==> src/rtl/display_scan_if.sv <==
// display_scan_if: input/output bundle of the 7-segment scan driver.
// master: enable, bcd_bus, points, div_load, brightness, lzb_en (and blink_mask when
//         DISPLAY_SCAN_BLINK_EN is defined) out; catodes, segments, digit_idx, frame_start in.
// slave:  the mirror image, used by display_scan_drv.
interface display_scan_if #(
  parameter int NDIGITS  = 4,
  parameter int DIV_W    = 16,
  parameter int BRIGHT_W = 4
);
  localparam int IW = NDIGITS > 1 ? $clog2(NDIGITS) : 1;
  logic                   enable;
  logic [4*NDIGITS-1:0]   bcd_bus;
  logic [NDIGITS-1:0]     points;
  logic [DIV_W-1:0]       div_load;
  logic [BRIGHT_W-1:0]    brightness;
  logic                   lzb_en;
`ifdef DISPLAY_SCAN_BLINK_EN
  logic [NDIGITS-1:0]     blink_mask;
`endif
  logic [NDIGITS-1:0]     catodes;
  logic [7:0]             segments;
  logic [IW-1:0]          digit_idx;
  logic                   frame_start;
  modport master (
    output enable, bcd_bus, points, div_load, brightness, lzb_en,
`ifdef DISPLAY_SCAN_BLINK_EN
    output blink_mask,
`endif
    input  catodes, segments, digit_idx, frame_start
  );
  modport slave (
    input  enable, bcd_bus, points, div_load, brightness, lzb_en,
`ifdef DISPLAY_SCAN_BLINK_EN
    input  blink_mask,
`endif
    output catodes, segments, digit_idx, frame_start
  );
endinterface

==> src/rtl/display_scan_drv.sv <==
// display_scan_drv: time-multiplexed N-digit 7-segment driver with dead time, PWM, LZB, frame snapshots.
// Ports: clk, rst_n (async active-low), bus (display_scan_if.slave: scan controls and data in,
//        catodes/segments/digit_idx/frame_start out, all outputs registered).
// Optional: define DISPLAY_SCAN_BLINK_EN to add blink_mask and the BLINK_W frame counter.
module display_scan_drv #(
  parameter int NDIGITS        = 4,
  parameter int DIV_W          = 16,
  parameter int DEAD           = 2,
  parameter int BRIGHT_W       = 4,
  parameter int CAT_ACTIVE_LOW = 1,
  parameter int SEG_ACTIVE_LOW = 0
`ifdef DISPLAY_SCAN_BLINK_EN
  ,
  parameter int BLINK_W        = 6
`endif
) (
  input logic           clk,
  input logic           rst_n,
  display_scan_if.slave bus
);
  localparam int IW = NDIGITS > 1 ? $clog2(NDIGITS) : 1;
  localparam logic [NDIGITS-1:0] CAT_OFF = CAT_ACTIVE_LOW != 0 ? '1 : '0;
  localparam logic [7:0] SEG_OFF = SEG_ACTIVE_LOW != 0 ? 8'hFF : 8'h00;
  localparam logic [6:0] FONT [16] = '{7'h3F, 7'h06, 7'h5B, 7'h4F, 7'h66, 7'h6D, 7'h7D, 7'h07,
                                       7'h7F, 7'h6F, 7'h77, 7'h7C, 7'h39, 7'h5E, 7'h79, 7'h71};
  // run=0 marks the preamble cycle after reset or enable rise: it loads the
  // snapshot and the slot length so the first slot starts fully coherent.
  logic                 run, z, lit, slot_end, start;
  logic [IW-1:0]        pos;
  logic [DIV_W-1:0]     c, slot_last;
  logic [BRIGHT_W-1:0]  pwm_cnt;
  logic [4*NDIGITS-1:0] bcd_s;
  logic [NDIGITS-1:0]   pts_s, blank, sel;
  logic                 lzb_s;
  logic [3:0]           nib;
`ifdef DISPLAY_SCAN_BLINK_EN
  logic [BLINK_W-1:0]   fcnt;
  logic [NDIGITS-1:0]   mask_s;
  logic                 blink_s;
`endif
  always_comb begin
    z = lzb_s;
    blank = '0;
    for (int i = NDIGITS - 1; i > 0; i--) begin
      z = z && bcd_s[4*i +: 4] == 4'h0 && !pts_s[i];
      blank[i] = z;
    end
`ifdef DISPLAY_SCAN_BLINK_EN
    blank = blink_s ? blank | mask_s : blank;
`endif
  end
  assign nib      = bcd_s[{pos, 2'b00} +: 4];
  assign slot_end = c == slot_last;
  assign start    = !run || (slot_end && pos == IW'(NDIGITS - 1));
  assign lit      = run && c >= DIV_W'(DEAD) && (&bus.brightness || pwm_cnt < bus.brightness) && !blank[pos];
  assign sel      = lit ? NDIGITS'(1) << pos : '0;
  always_ff @(posedge clk or negedge rst_n)
    if (!rst_n) begin
      run             <= 1'b0;
      pos             <= '0;
      c               <= '0;
      slot_last       <= '0;
      pwm_cnt         <= '0;
      bcd_s           <= '0;
      pts_s           <= '0;
      lzb_s           <= 1'b0;
      bus.catodes     <= CAT_OFF;
      bus.segments    <= SEG_OFF;
      bus.digit_idx   <= '0;
      bus.frame_start <= 1'b0;
`ifdef DISPLAY_SCAN_BLINK_EN
      fcnt            <= '0;
      mask_s          <= '0;
      blink_s         <= 1'b0;
`endif
    end else if (!bus.enable) begin
      run             <= 1'b0;
      pos             <= '0;
      c               <= '0;
      pwm_cnt         <= '0;
      bus.catodes     <= CAT_OFF;
      bus.segments    <= SEG_OFF;
      bus.digit_idx   <= '0;
      bus.frame_start <= 1'b0;
`ifdef DISPLAY_SCAN_BLINK_EN
      fcnt            <= '0;
`endif
    end else begin
      run             <= 1'b1;
      pwm_cnt         <= pwm_cnt + 1'b1;
      bus.frame_start <= start;
      if (start) begin
        pos       <= '0;
        c         <= '0;
        slot_last <= bus.div_load;
        bcd_s     <= bus.bcd_bus;
        pts_s     <= bus.points;
        lzb_s     <= bus.lzb_en;
`ifdef DISPLAY_SCAN_BLINK_EN
        // the frame takes the pre-increment count, so frame 0 after start is unblinked
        fcnt      <= fcnt + 1'b1;
        blink_s   <= fcnt[BLINK_W-1];
        mask_s    <= bus.blink_mask;
`endif
      end else if (slot_end) begin
        pos       <= pos + 1'b1;
        c         <= '0;
        slot_last <= bus.div_load;
      end else
        c <= c + 1'b1;
      // segments follow the scanned digit even in dead time, so they settle before the cathode lights
      bus.catodes   <= CAT_OFF ^ sel;
      bus.segments  <= SEG_OFF ^ (run && !blank[pos] ? {pts_s[pos], FONT[nib]} : 8'h00);
      bus.digit_idx <= pos;
    end
endmodule

==> src/flat_wrapper.sv <==
// flat-port wrapper written by rule: the top's interface ports become plain ports
module display_scan_drv_flat 
#(
  parameter int NDIGITS        = 4,
  parameter int DIV_W          = 16,
  parameter int DEAD           = 2,
  parameter int BRIGHT_W       = 4,
  parameter int CAT_ACTIVE_LOW = 1,
  parameter int SEG_ACTIVE_LOW = 0

)
  (clk, rst_n, bus_enable, bus_bcd_bus, bus_points, bus_div_load, bus_brightness, bus_lzb_en, bus_catodes, bus_segments, bus_digit_idx, bus_frame_start);
  display_scan_if #(.NDIGITS(NDIGITS), .DIV_W(DIV_W), .BRIGHT_W(BRIGHT_W)) bus_i ();
  input logic clk;
  input logic rst_n;
  input wire logic [$bits(bus_i.enable)-1:0] bus_enable;
  input wire logic [$bits(bus_i.bcd_bus)-1:0] bus_bcd_bus;
  input wire logic [$bits(bus_i.points)-1:0] bus_points;
  input wire logic [$bits(bus_i.div_load)-1:0] bus_div_load;
  input wire logic [$bits(bus_i.brightness)-1:0] bus_brightness;
  input wire logic [$bits(bus_i.lzb_en)-1:0] bus_lzb_en;
  output wire logic [$bits(bus_i.catodes)-1:0] bus_catodes;
  output wire logic [$bits(bus_i.segments)-1:0] bus_segments;
  output wire logic [$bits(bus_i.digit_idx)-1:0] bus_digit_idx;
  output wire logic [$bits(bus_i.frame_start)-1:0] bus_frame_start;
  assign bus_i.enable = bus_enable;
  assign bus_i.bcd_bus = bus_bcd_bus;
  assign bus_i.points = bus_points;
  assign bus_i.div_load = bus_div_load;
  assign bus_i.brightness = bus_brightness;
  assign bus_i.lzb_en = bus_lzb_en;
  assign bus_catodes = bus_i.catodes;
  assign bus_segments = bus_i.segments;
  assign bus_digit_idx = bus_i.digit_idx;
  assign bus_frame_start = bus_i.frame_start;
  display_scan_drv #(.NDIGITS(NDIGITS), .DIV_W(DIV_W), .DEAD(DEAD), .BRIGHT_W(BRIGHT_W), .CAT_ACTIVE_LOW(CAT_ACTIVE_LOW), .SEG_ACTIVE_LOW(SEG_ACTIVE_LOW)) u_core (.clk(clk), .rst_n(rst_n), .bus(bus_i));
endmodule
==> config.mk <==
export PLATFORM = sky130hd
export DESIGN_NAME = display_scan_drv_flat
export DESIGN_NICKNAME = d
export VERILOG_FILES = /design/src/rtl/display_scan_if.sv /design/src/rtl/display_scan_drv.sv /design/src/flat_wrapper.sv
export SDC_FILE = /design/constraint.sdc
export NUM_CORES = 1
export LEC_CHECK = 0
export CORE_MARGIN = 2
export CORE_UTILIZATION = 45
export DETAILED_ROUTE_END_ITERATION = 12
export PLACE_DENSITY = 0.71
export SETUP_SLACK_MARGIN = 0.15
export SLEW_MARGIN = 10
export SYNTH_ARGS = -nofsm -noshare
export SYNTH_HDL_FRONTEND = slang
export SYNTH_SLANG_ARGS = --single-unit
==> constraint.sdc <==
create_clock -name clk -period 2.1 [get_ports clk]
set_input_delay 0.315 -clock clk [delete_from_list [all_inputs] [get_ports clk]]
set_output_delay 0.315 -clock clk [all_outputs]
set_load 0.005 [all_outputs]
* Yosys cells after proc, flatten, opt, wreduce, memory -nomap -nowiden
Memory sizes are Yosys's and may differ from the RTL's.
Cells that the tools add are included.
W data, S select, Z words.
** Word-level totals
- Bits in registers :: 75
- Memory bits (read-only) :: 112
- Input bits :: 44
- Output and inout port bits :: 15
- Word-level logic and storage cells :: 74
- Memories kept :: 1
** Memories
- (no name shown) :: depth 16, width 7, read ports 1, clocked after memory_dff 0, write ports 0, line display_scan_drv.sv:113 : bus.segments <= SEG_OFF ^ (run && !blank[pos] ? {pts_s[pos], FONT[nib]} : 8'h00);
** Cells by class
- $add $sub $neg :: 3
- Magnitude comparators :: 4
- Equal/unequal tests :: 3
- Shift-type cells :: 2
- Muxes and demuxes :: 22
- Bitwise gates (word level) :: 2
- Reduce and logical (&&, ||, !) cells :: 25
** Operator list (count)
- $mux W16 :: 5
- $add A16 B1 Y16 const B :: 1
- $eq A16 B16 Y1 :: 1
- $ge A16 B2 Y1 const B :: 1
- $mux W8 :: 2
- $shiftx A16 B5 Y4 :: 1
- $mux W7 :: 2
- $logic_not A4 Y1 :: 3
- $mux W4 :: 3
- $logic_and A1 B1 Y1 :: 11
- $mux W2 :: 4
- $ge A5 B5 Y1 const B :: 1
- $logic_not A1 Y1 :: 5
- $not A4 Y5 :: 1
- $add A4 B1 Y4 const B :: 1
- $bmux W1 S2 :: 2
- $lt A4 B4 Y1 :: 1
- $mux W1 :: 4
- $not A4 Y4 :: 1
- $reduce_and A2 Y1 :: 2
- $reduce_and A4 Y1 :: 1
- $shl A1 B2 Y4 const A :: 1
- $lt A2 B3 Y1 const B :: 1
- $ne A3 B1 Y1 const B :: 1
- 4 further kinds :: 5

* Longest topological paths before layout
Gate-level depths: netlist of the first run.
- Depth after elaboration :: 14
- Gate-level depth with buffers :: 9
- Depth with buffers taken out :: 8

* Least setup slack after synthesis of the first run
OpenSTA, ideal clock, no wires.
- Path type :: register to register
- From :: register u_core.pos[0]
- To :: register u_core.bus.segments[3]
- Library setup time :: 0.072 ns
- Data arrival time :: 2.223 ns
- Required time :: 2.028 ns
- Setup slack :: -0.195 ns
- Stages on the path, launching flop included :: 8
- Path buffers :: 1
- Period minus slack after synthesis :: 2.295 ns
- Cells stage by stage :: dfrtp_1 > clkbuf_1 > mux2_2 > a21oi_1 > inv_1 > ha_1 > mux4_2 > nor2_1
** On the way
- Cells in the longest elaborated chain, start to end :: 7
- Elaborated cells on any way between the ends :: 11
- Those cells by class :: shift: 1; mux: 6; bitwise: 1; reduce/logical: 2; memory: 1
** Ends and longest elaborated chain
- start: declaration :: line display_scan_drv.sv:29 : logic [IW-1:0] pos;
- start signal: assignment :: line display_scan_drv.sv:106 : pos <= pos + 1'b1;
- $shiftx A16 B5 Y4 :: line display_scan_drv.sv:52 : assign nib = bcd_s[{pos, 2'b00} +: 4];
- $not A4 Y5 (implied by the code) :: line display_scan_drv.sv:113
- $mem_v2 Z16 W7
- $mux W7 (implied by the code) (2 in series) :: line display_scan_drv.sv:113
- $mux W8 * :: line display_scan_drv.sv:113
- $mux W8 * :: line display_scan_drv.sv:76 : end else if (!bus.enable) begin
- end signal: assignment :: line display_scan_drv.sv:113
- end: declaration :: line display_scan_if.sv:36 : output catodes, segments, digit_idx, frame_start
Mark *: on every way between the ends. The rest lies on a longest branch, timed or not. The select of a mux whose other input is x is not followed.
A chain may end at the register's enable or synchronous reset.

* Worst setup path in the final report of the first run
- From :: register u_core.c[1]
- To :: register u_core.slot_last[6]
** On the way
- Cells in the longest elaborated chain, start to end :: 5
- Elaborated cells on any way between the ends :: 6
- Those cells by class :: eq/ne: 1; mux: 1; reduce/logical: 4
** Ends and longest elaborated chain
- start: declaration :: line display_scan_drv.sv:30 : logic [DIV_W-1:0] c, slot_last;
- start signal: assignment :: line display_scan_drv.sv:110 : c <= c + 1'b1;
- $eq A16 B16 Y1 * :: line display_scan_drv.sv:53 : assign slot_end = c == slot_last;
- $logic_and A1 B1 Y1 :: line display_scan_drv.sv:54 : assign start = !run || (slot_end && pos == IW'(NDIGITS - 1));
- $logic_or A1 B1 Y1 :: line display_scan_drv.sv:54
- $reduce_bool A2 Y1 (no source line)
- $reduce_and A2 Y1 (no source line)
- end signal: assignment :: line display_scan_drv.sv:95 : slot_last <= bus.div_load;
- end signal: assignment :: line display_scan_drv.sv:108 : slot_last <= bus.div_load;
- end: declaration :: line display_scan_drv.sv:30
Mark *: on every way between the ends. The rest lies on a longest branch, timed or not.

==> flow_summary.json, run 1 <==
{
  "status": "completed",
  "worst_clock_skew_ps": 10.0,
  "final_routed_wirelength_across_all_metal_layers_um": 8430,
  "ios": 59,
  "ys_warn_count": 0,
  "cells_after_synthesis": 333,
  "grt_usage_pct": 19.9,
  "synth_area_per_cell_um2": 11.5,
  "worst-r2r-setup-slack_ps": 80,
  "number_of_drc_markers_after_the_initial_detailed_route_iteration": 135,
  "post_synth_most_frequent_cells": "71 x sky130_fd_sc_hd__dfrtp_1, 27 x sky130_fd_sc_hd__nor2_1, 24 x sky130_fd_sc_hd__xnor2_1",
  "p_per_cell_area_mw_per_mm2": 686,
  "dpl.hpwl_um": 5670,
  "yosysTopAreaCell": "sky130_fd_sc_hd__dfrtp_1",
  "fmax_ghz": 0.495,
  "worst_ir_drop_vdd_mv": 0.389,
  "worstSetupEndpointType": "register",
  "fp-row-count": 33,
  "minimum_hold_slack_ps": 6.18,
  "setup-tns-final_ps": 0,
  "detailroute.via_count": 2901,
  "regToRegEndpoint": "u_core.slot_last[6]",
  "detailed_place.area_mm2": 0.00465,
  "min_period_over_period_pct": 96.2,
  "floorplan_core_area_mm2": 0.00822,
  "worst_skew_pair_later_pin_latency_ps": 350,
  "yosys-top-cells-area": "sky130_fd_sc_hd__dfrtp_1 46%, sky130_fd_sc_hd__a221o_1 5.5%, sky130_fd_sc_hd__xnor2_1 5.5%",
  "dp_cell_count": 500,
  "portBuffers": 58,
  "syn_nets": 392,
  "finish.net_count": 480,
  "grt_remaining_overflow": 0,
  "route.detailed.vias_per_inst": 5.46,
  "synth_top_flop_cell": "sky130_fd_sc_hd__dfrtp_1",
  "postRouteAntennaNets": 0,
  "wl_per_cell_um": 15.9,
  "worstPathMaxFanout": 8,
  "grt_antenna_before_repair": 0,
  "cts_max_level": 3,
  "ys_seq_area_share_pct": 49.1,
  "yosys.cell_types.count": 44,
  "static-leakage-power_nw": 2.27,
  "initial_utilization_pct": 46.6,
  "number_of_flops_mapped_to_enable_cells_by_yosys": 0,
  "drive_above_1_share_pct": 25.4,
  "dieArea_mm2": 0.00927,
  "timing.rr.start": "u_core.c[1]",
  "final-instance-count-excl-fill": 531,
  "crit_type": "reg -> reg",
  "grt_setup_unrepaired": "true",
  "via_count_of_the_first_global_routing_pass": 2874,
  "grt_first_pass_wirelength_um": 14000,
  "chipWidth_um": 96.3,
  "synth_top_area_share_pct": 46.4,
  "place_congestion": 0.817,
  "hp-class": "in -> async",
  "slew-limit-headroom_pct": 67.7,
  "area.growth.synth_to_final_pct": 32.7,
  "final-max-slew-violation-count": 0,
  "yosysMostFrequentCell": "sky130_fd_sc_hd__dfrtp_1",
  "final_design_area_no_fill_mm2": 0.00508,
  "cts_num_sinks": 75,
  "cts_tree": "done",
  "worstSetupStartpointType": "register",
  "grt_max_degree": 39,
  "drc": 0,
  "hold_viol": 0,
  "die_height_um": 96.3,
  "yosys_register_bits": 75,
  "post_synth_instance_area_mm2": 0.00383,
  "cp_data_arrival_time_ps": 2260,
  "setup_viol_count_final": 0,
  "max_cap_violations": 0,
  "worst-r2r-cell-count": 7,
  "num_antenna_cells": 0,
  "cts-root-to-sink-buffers": 2,
  "dr.pass1.iters": 4,
  "cts_root_buf": "sky130_fd_sc_hd__clkbuf_8",
  "tritoncts.num_buffers": 9,
  "layout_min_cycle_time_ps": 2020,
  "timing.critical_path.required_ps": 2340,
  "async_flop_share_pct": 100,
  "clk_transition_reported_paths_ps": 80,
  "max_slew.worst_pin.slew_ps": 485
}
-- power by group --
part	switching (W)	internal [W]	total (W)
Clock	0.000517	0.000647	0.00116
Combinational	0.000257	0.000380	0.000637
Sequential	0.000106	0.00158	0.00168
-- through the flow --
| stage | power (W) | setup WS, ps | util, % |
|---|---|---|---|
| floorplan | 0.00203 | 123 | - |
| global placement | 0.00227 | -147 | 56.6 |
| detailed placement | 0.00229 | -173 | 56.6 |
| CTS | 0.00346 | 141 | 60.1 |
| global route | 0.00365 | 24.9 | 61.9 |
| finish | 0.00348 | 79.8 | 61.9 |
-- sequential cells by signal, indices dropped and copies added (netlist names) --
register                flops
u_core.c                   16
u_core.lzb_s                1
u_core.run                  1
u_core.bus.frame_start      1
u_core.bus.catodes          4
u_core.bcd_s               16
u_core.pts_s                4
u_core.bus.digit_idx        2
u_core.pos                  2
u_core.pwm_cnt              4
u_core.bus.segments         8
u_core.slot_last           16
-- cells in the final DEF, fill, tap and decap left out, types with 2 or more instances in the layout --
cell type                         synthesis  layout
sky130_fd_sc_hd__a221o_1                 21      21
sky130_fd_sc_hd__a221oi_2                 0       2
sky130_fd_sc_hd__and2_1                   8       6
sky130_fd_sc_hd__and3_1                  22      22
sky130_fd_sc_hd__buf_4                    1      34
sky130_fd_sc_hd__buf_6                    1       3
sky130_fd_sc_hd__clkbuf_8                 0      12
sky130_fd_sc_hd__clkdlybuf4s50_1          0      57
sky130_fd_sc_hd__clkinvlp_4               0       2
sky130_fd_sc_hd__dfrtp_1                 71      67
sky130_fd_sc_hd__dfrtp_2                  0       4
sky130_fd_sc_hd__dfstp_2                  4       4
sky130_fd_sc_hd__ha_1                    15      13
sky130_fd_sc_hd__ha_2                     0       2
sky130_fd_sc_hd__inv_1                   14      12
sky130_fd_sc_hd__inv_2                    0       2
sky130_fd_sc_hd__mux2_2                   7       6
sky130_fd_sc_hd__mux2_4                  10      11
sky130_fd_sc_hd__mux2i_1                  2       2
sky130_fd_sc_hd__mux4_2                   5       5
sky130_fd_sc_hd__nand2_1                  9       9
sky130_fd_sc_hd__nand2b_1                 2       2
sky130_fd_sc_hd__nand3_1                 10      10
sky130_fd_sc_hd__nand4_1                  8       8
sky130_fd_sc_hd__nor2_1                  27      26
sky130_fd_sc_hd__nor2b_1                  5       5
sky130_fd_sc_hd__nor3_1                   7       5
sky130_fd_sc_hd__nor3_2                   0       2
sky130_fd_sc_hd__nor4_1                   6       6
sky130_fd_sc_hd__o21ai_0                  5       5
sky130_fd_sc_hd__or3b_4                   0       4
sky130_fd_sc_hd__xnor2_1                 24      22
sky130_fd_sc_hd__xnor2_2                  0       2
sky130_fd_sc_hd__xor2_1                   8       8
-- per-layer routing --
layer / share of wire (%) / track usage [%]
met1: 47 / 28.4
met2: 45 / 29.0
met5: 0 / 0
met3: 4.2 / 3.45
met4: 3.1 / 10.4
-- critical path, cell delays in order, from the launching register on --
cell                        delay (ps)
sky130_fd_sc_hd__dfrtp_1           390
sky130_fd_sc_hd__xnor2_1           210
sky130_fd_sc_hd__nand4_1           180
sky130_fd_sc_hd__nor4_4            370
sky130_fd_sc_hd__buf_4             200
sky130_fd_sc_hd__o21ai_4            80
sky130_fd_sc_hd__clkbuf_16         180
sky130_fd_sc_hd__mux2_4            290
-- cell type report --
cell class                      instances  area, um2
Fill cell                             654       3130
Inverter                               14       52.6
Tap cell                              105        131
Timing Repair Buffer                   97        910
Multi-Input combinational cell        224       1890
Sequential cell                        75       1890
Clock inverter                          3       45.0
Clock buffer                           13        169
-- cells by family (layout without fill, tap and decap cells) --
kind of cell	after synthesis	in the layout	synth area share, %
AND/OR/NAND/NOR	112	112	16.1
flip-flops	75	75	49.1
AO/OA/AOI/OAI	41	41	9.31
buffers and inverters	34	127	3.79
XOR/XNOR	32	32	7.32
multiplexers	24	24	9.44
adder cells (fa/ha/maj)	15	15	4.90
-- worst max path at each step --
stage | startpoint | endpoint | slack [ps]
after floorplan | u_core.c[2] | u_core.bcd_s[12] | 120
after global placement | bus_brightness[1] | u_core.bus.catodes[3] | -150
after detailed placement | bus_brightness[1] | u_core.bus.catodes[2] | -170
after CTS | u_core.slot_last[15] | u_core.slot_last[2] | 140
after global routing | u_core.c[8] | u_core.slot_last[2] | 20
final | u_core.c[1] | u_core.slot_last[6] | 80
-- timing repair --
item,in CTS,in global routing
gates resized for setup,7,20
buffers inserted,8,6
setup endpoints to repair,42,49
hold buffers,0,0
cloned,0,1
pin swaps,4,11
hold endpoints to repair,0,0
(Power assumes the default switching activity.)
==> inputs of run 2 (changes only) <==
--- a/config.mk
+++ b/config.mk
@@ -10,7 +10,7 @@
 export DETAILED_ROUTE_END_ITERATION = 12
 export PLACE_DENSITY = 0.71
 export SETUP_SLACK_MARGIN = 0.15
-export SLEW_MARGIN = 10
+export SLEW_MARGIN = 25
 export SYNTH_ARGS = -nofsm -noshare
 export SYNTH_HDL_FRONTEND = slang
 export SYNTH_SLANG_ARGS = --single-unit
==> results of run 2 <==
Final layout, timing and power as in run 1 (identical DEF).
==> inputs of run 3 (changes only) <==
--- a/config.mk
+++ b/config.mk
@@ -8,7 +8,7 @@
 export CORE_MARGIN = 2
 export CORE_UTILIZATION = 45
 export DETAILED_ROUTE_END_ITERATION = 12
-export PLACE_DENSITY = 0.71
+export DONT_BUFFER_PORTS = 1
 export SETUP_SLACK_MARGIN = 0.15
 export SLEW_MARGIN = 25
 export SYNTH_ARGS = -nofsm -noshare
==> run 3 against run 2 <==
Effect of this change:
- the flow now finishes with violations (hold timing)
- total power shrank 5.9%
- count of clock-buffer cells in the layout shrank 1
- register-to-register slack gained 40 ps
- flip-flop and latch count is the same
- non-clock buffer count shrank 71
- global-route usage shrank 1.4 points
- largest cell class is now registers
- largest power group unchanged
- highest routed layer unchanged
==> flow_summary.json, run 3 (synthesis gave the netlist of run 1 again) <==
{
  "cts_tree": "done",
  "share_of_the_core_filled_with_cells_in_the_final_layout_pct": 53.0,
  "biggestRegsByFlops": "u_core.bcd_s x16, u_core.c x16, u_core.slot_last x16",
  "grt_max_degree": 76,
  "minimum_hold_slack_ps": -343,
  "cts_max_level": 3,
  "static-leakage-power_nw": 1.97,
  "min_period_over_period_pct": 94.2,
  "setup-tns-final_ps": 0,
  "cts-root-to-sink-buffers": 2,
  "worst_skew_pair_later_pin_latency_ps": 350,
  "dieArea_mm2": 0.00927,
  "slew-limit-headroom_pct": 59.5,
  "num_antenna_cells": 0,
  "via_count_of_the_first_global_routing_pass": 2466,
  "layout_min_cycle_time_ps": 1980,
  "cts_root_buf": "sky130_fd_sc_hd__clkbuf_8",
  "floorplan_core_area_mm2": 0.00822,
  "worst_ir_drop_vdd_mv": 0.342,
  "worstSetupEndpointType": "register",
  "hold_viol": 75,
  "fmax_ghz": 0.506,
  "fp-row-count": 33,
  "worstSetupStartpointType": "register",
  "ios": 59,
  "dr.pass1.iters": 4,
  "max_cap_violations": 0,
  "final_routed_wirelength_across_all_metal_layers_um": 7890,
  "wl_per_cell_um": 17.2,
  "number_of_drc_markers_after_the_initial_detailed_route_iteration": 101,
  "status": "finished, violations left",
  "drive_above_1_share_pct": 24.5,
  "grt_usage_pct": 18.5,
  "worstPathMaxFanout": 16,
  "fillCellCount": 738,
  "place_congestion": 0.819,
  "cts_num_sinks": 75,
  "clk_transition_reported_paths_ps": 80,
  "route.detailed.vias_per_inst": 5.55,
  "dpl.hpwl_um": 5540,
  "hp-class": "in -> async",
  "area.sequential_mm2": 0.00189,
  "max_slew.worst_pin.slew_ps": 607,
  "worst_clock_skew_ps": 10.7,
  "timing.critical_path.required_ps": 2330,
  "layout_common_cells": "68 x sky130_fd_sc_hd__dfrtp_1, 27 x sky130_fd_sc_hd__nor2_1, 22 x sky130_fd_sc_hd__xnor2_1, 22 x sky130_fd_sc_hd__and3_1, 22 x sky130_fd_sc_hd__buf_4",
  "p_per_cell_area_mw_per_mm2": 753,
  "final-max-slew-violation-count": 0,
  "worst-r2r-cell-count": 7,
  "tritoncts.num_buffers": 9,
  "detailroute.via_count": 2552,
  "number_of_hold_buffers_added_after_cts": 1,
  "setup_viol_count_final": 0,
  "finish.net_count": 409,
  "postRouteAntennaNets": 0,
  "crit_type": "reg -> reg",
  "grt_setup_unrepaired": "true",
  "drc": 0,
  "grt_first_pass_wirelength_um": 12900,
  "portBuffers": 0,
  "die_height_um": 96.3,
  "layout.cells.most_common": "sky130_fd_sc_hd__dfrtp_1",
  "cp_data_arrival_time_ps": 2210,
  "initial_utilization_pct": 46.6,
  "chipWidth_um": 96.3,
  "grt_remaining_overflow": 0,
  "multi_input_gate_area_in_the_final_layout_mm2": 0.00185,
  "area.growth.synth_to_final_pct": 13.7,
  "failed_checks": "hold timing",
  "grt_antenna_before_repair": 0
}
[run 3: final cells by class]
| cell class | count | area share, % |
|---|---|---|
| flip-flops and latches | 75 | 43.3 |
| multi-input cells | 224 | 42.6 |
| repair buffers | 26 | 5.20 |
| clock buffers | 12 | 3.56 |
| well taps | 105 | 3.02 |
| inverters | 14 | 1.21 |
| clock inverters | 4 | 1.12 |
[run 3: final timing paths]
kind,startpoint,endpoint,slack (ps)
max,u_core.c[8],u_core.slot_last[3],120
min,rst_n,u_core.bcd_s[10],-340
max reg2reg,u_core.c[8],u_core.slot_last[3],120
min reg2reg,u_core.pwm_cnt[0],u_core.pwm_cnt[0],490
max in group asynchronous,rst_n,u_core.bus.catodes[2],2250
min in group clk,bus_enable,u_core.pwm_cnt[3],100
[run 3: timing repair]
action / 4_1_cts / 5_1_grt
setup endpoints to repair: 27 / 46
pin swaps: 4 / 6
gates resized for setup: 4 / 10
buffers inserted: 1 / 7
endpoints found under the hold margin: 76 / 75
[run 3: report_power, final]
| group | internal, W | switching [W] | total [W] |
|---|---|---|---|
| registers | 0.00158 | 0.000110 | 0.00169 |
| clock network | 0.000612 | 0.000512 | 0.00112 |
| logic | 0.000273 | 0.000192 | 0.000465 |
[run 3: critical path, stage by stage (launching register included)]
cell and delay [ps]:
sky130_fd_sc_hd__dfrtp_1 390, sky130_fd_sc_hd__xnor2_1 220, sky130_fd_sc_hd__nand4_1 180, sky130_fd_sc_hd__nor4_4 380
sky130_fd_sc_hd__buf_4 180, sky130_fd_sc_hd__o21ai_2 60, sky130_fd_sc_hd__buf_12 160, sky130_fd_sc_hd__mux2_4 300
[run 3: metal layers]
metal | vias to the layer above | global-route usage (%) | routed length (um)
met2 | 62 | 26.2 | 3500
met1 | 1248 | 27.1 | 3860
met5 | - | 0 | 0
met4 | 0 | 7.50 | 146
met3 | 11 | 4.46 | 384
li1 | 1231 | - | -
[run 3: per-stage QoR]
stage | power [W] | cell area [um2] | setup slack (ps) | std cells
5_1_grt | 0.00344 | 4350 | 28.5 | 460
2_1_floorplan | 0.00203 | 3850 | 123 | 333
4_1_cts | 0.00328 | 4270 | 133 | 453
6_report | 0.00328 | 4350 | 123 | 460
3_3_place_gp | 0.00212 | 4030 | 128 | 435
3_5_place_dp | 0.00214 | 4030 | 73.0 | 435
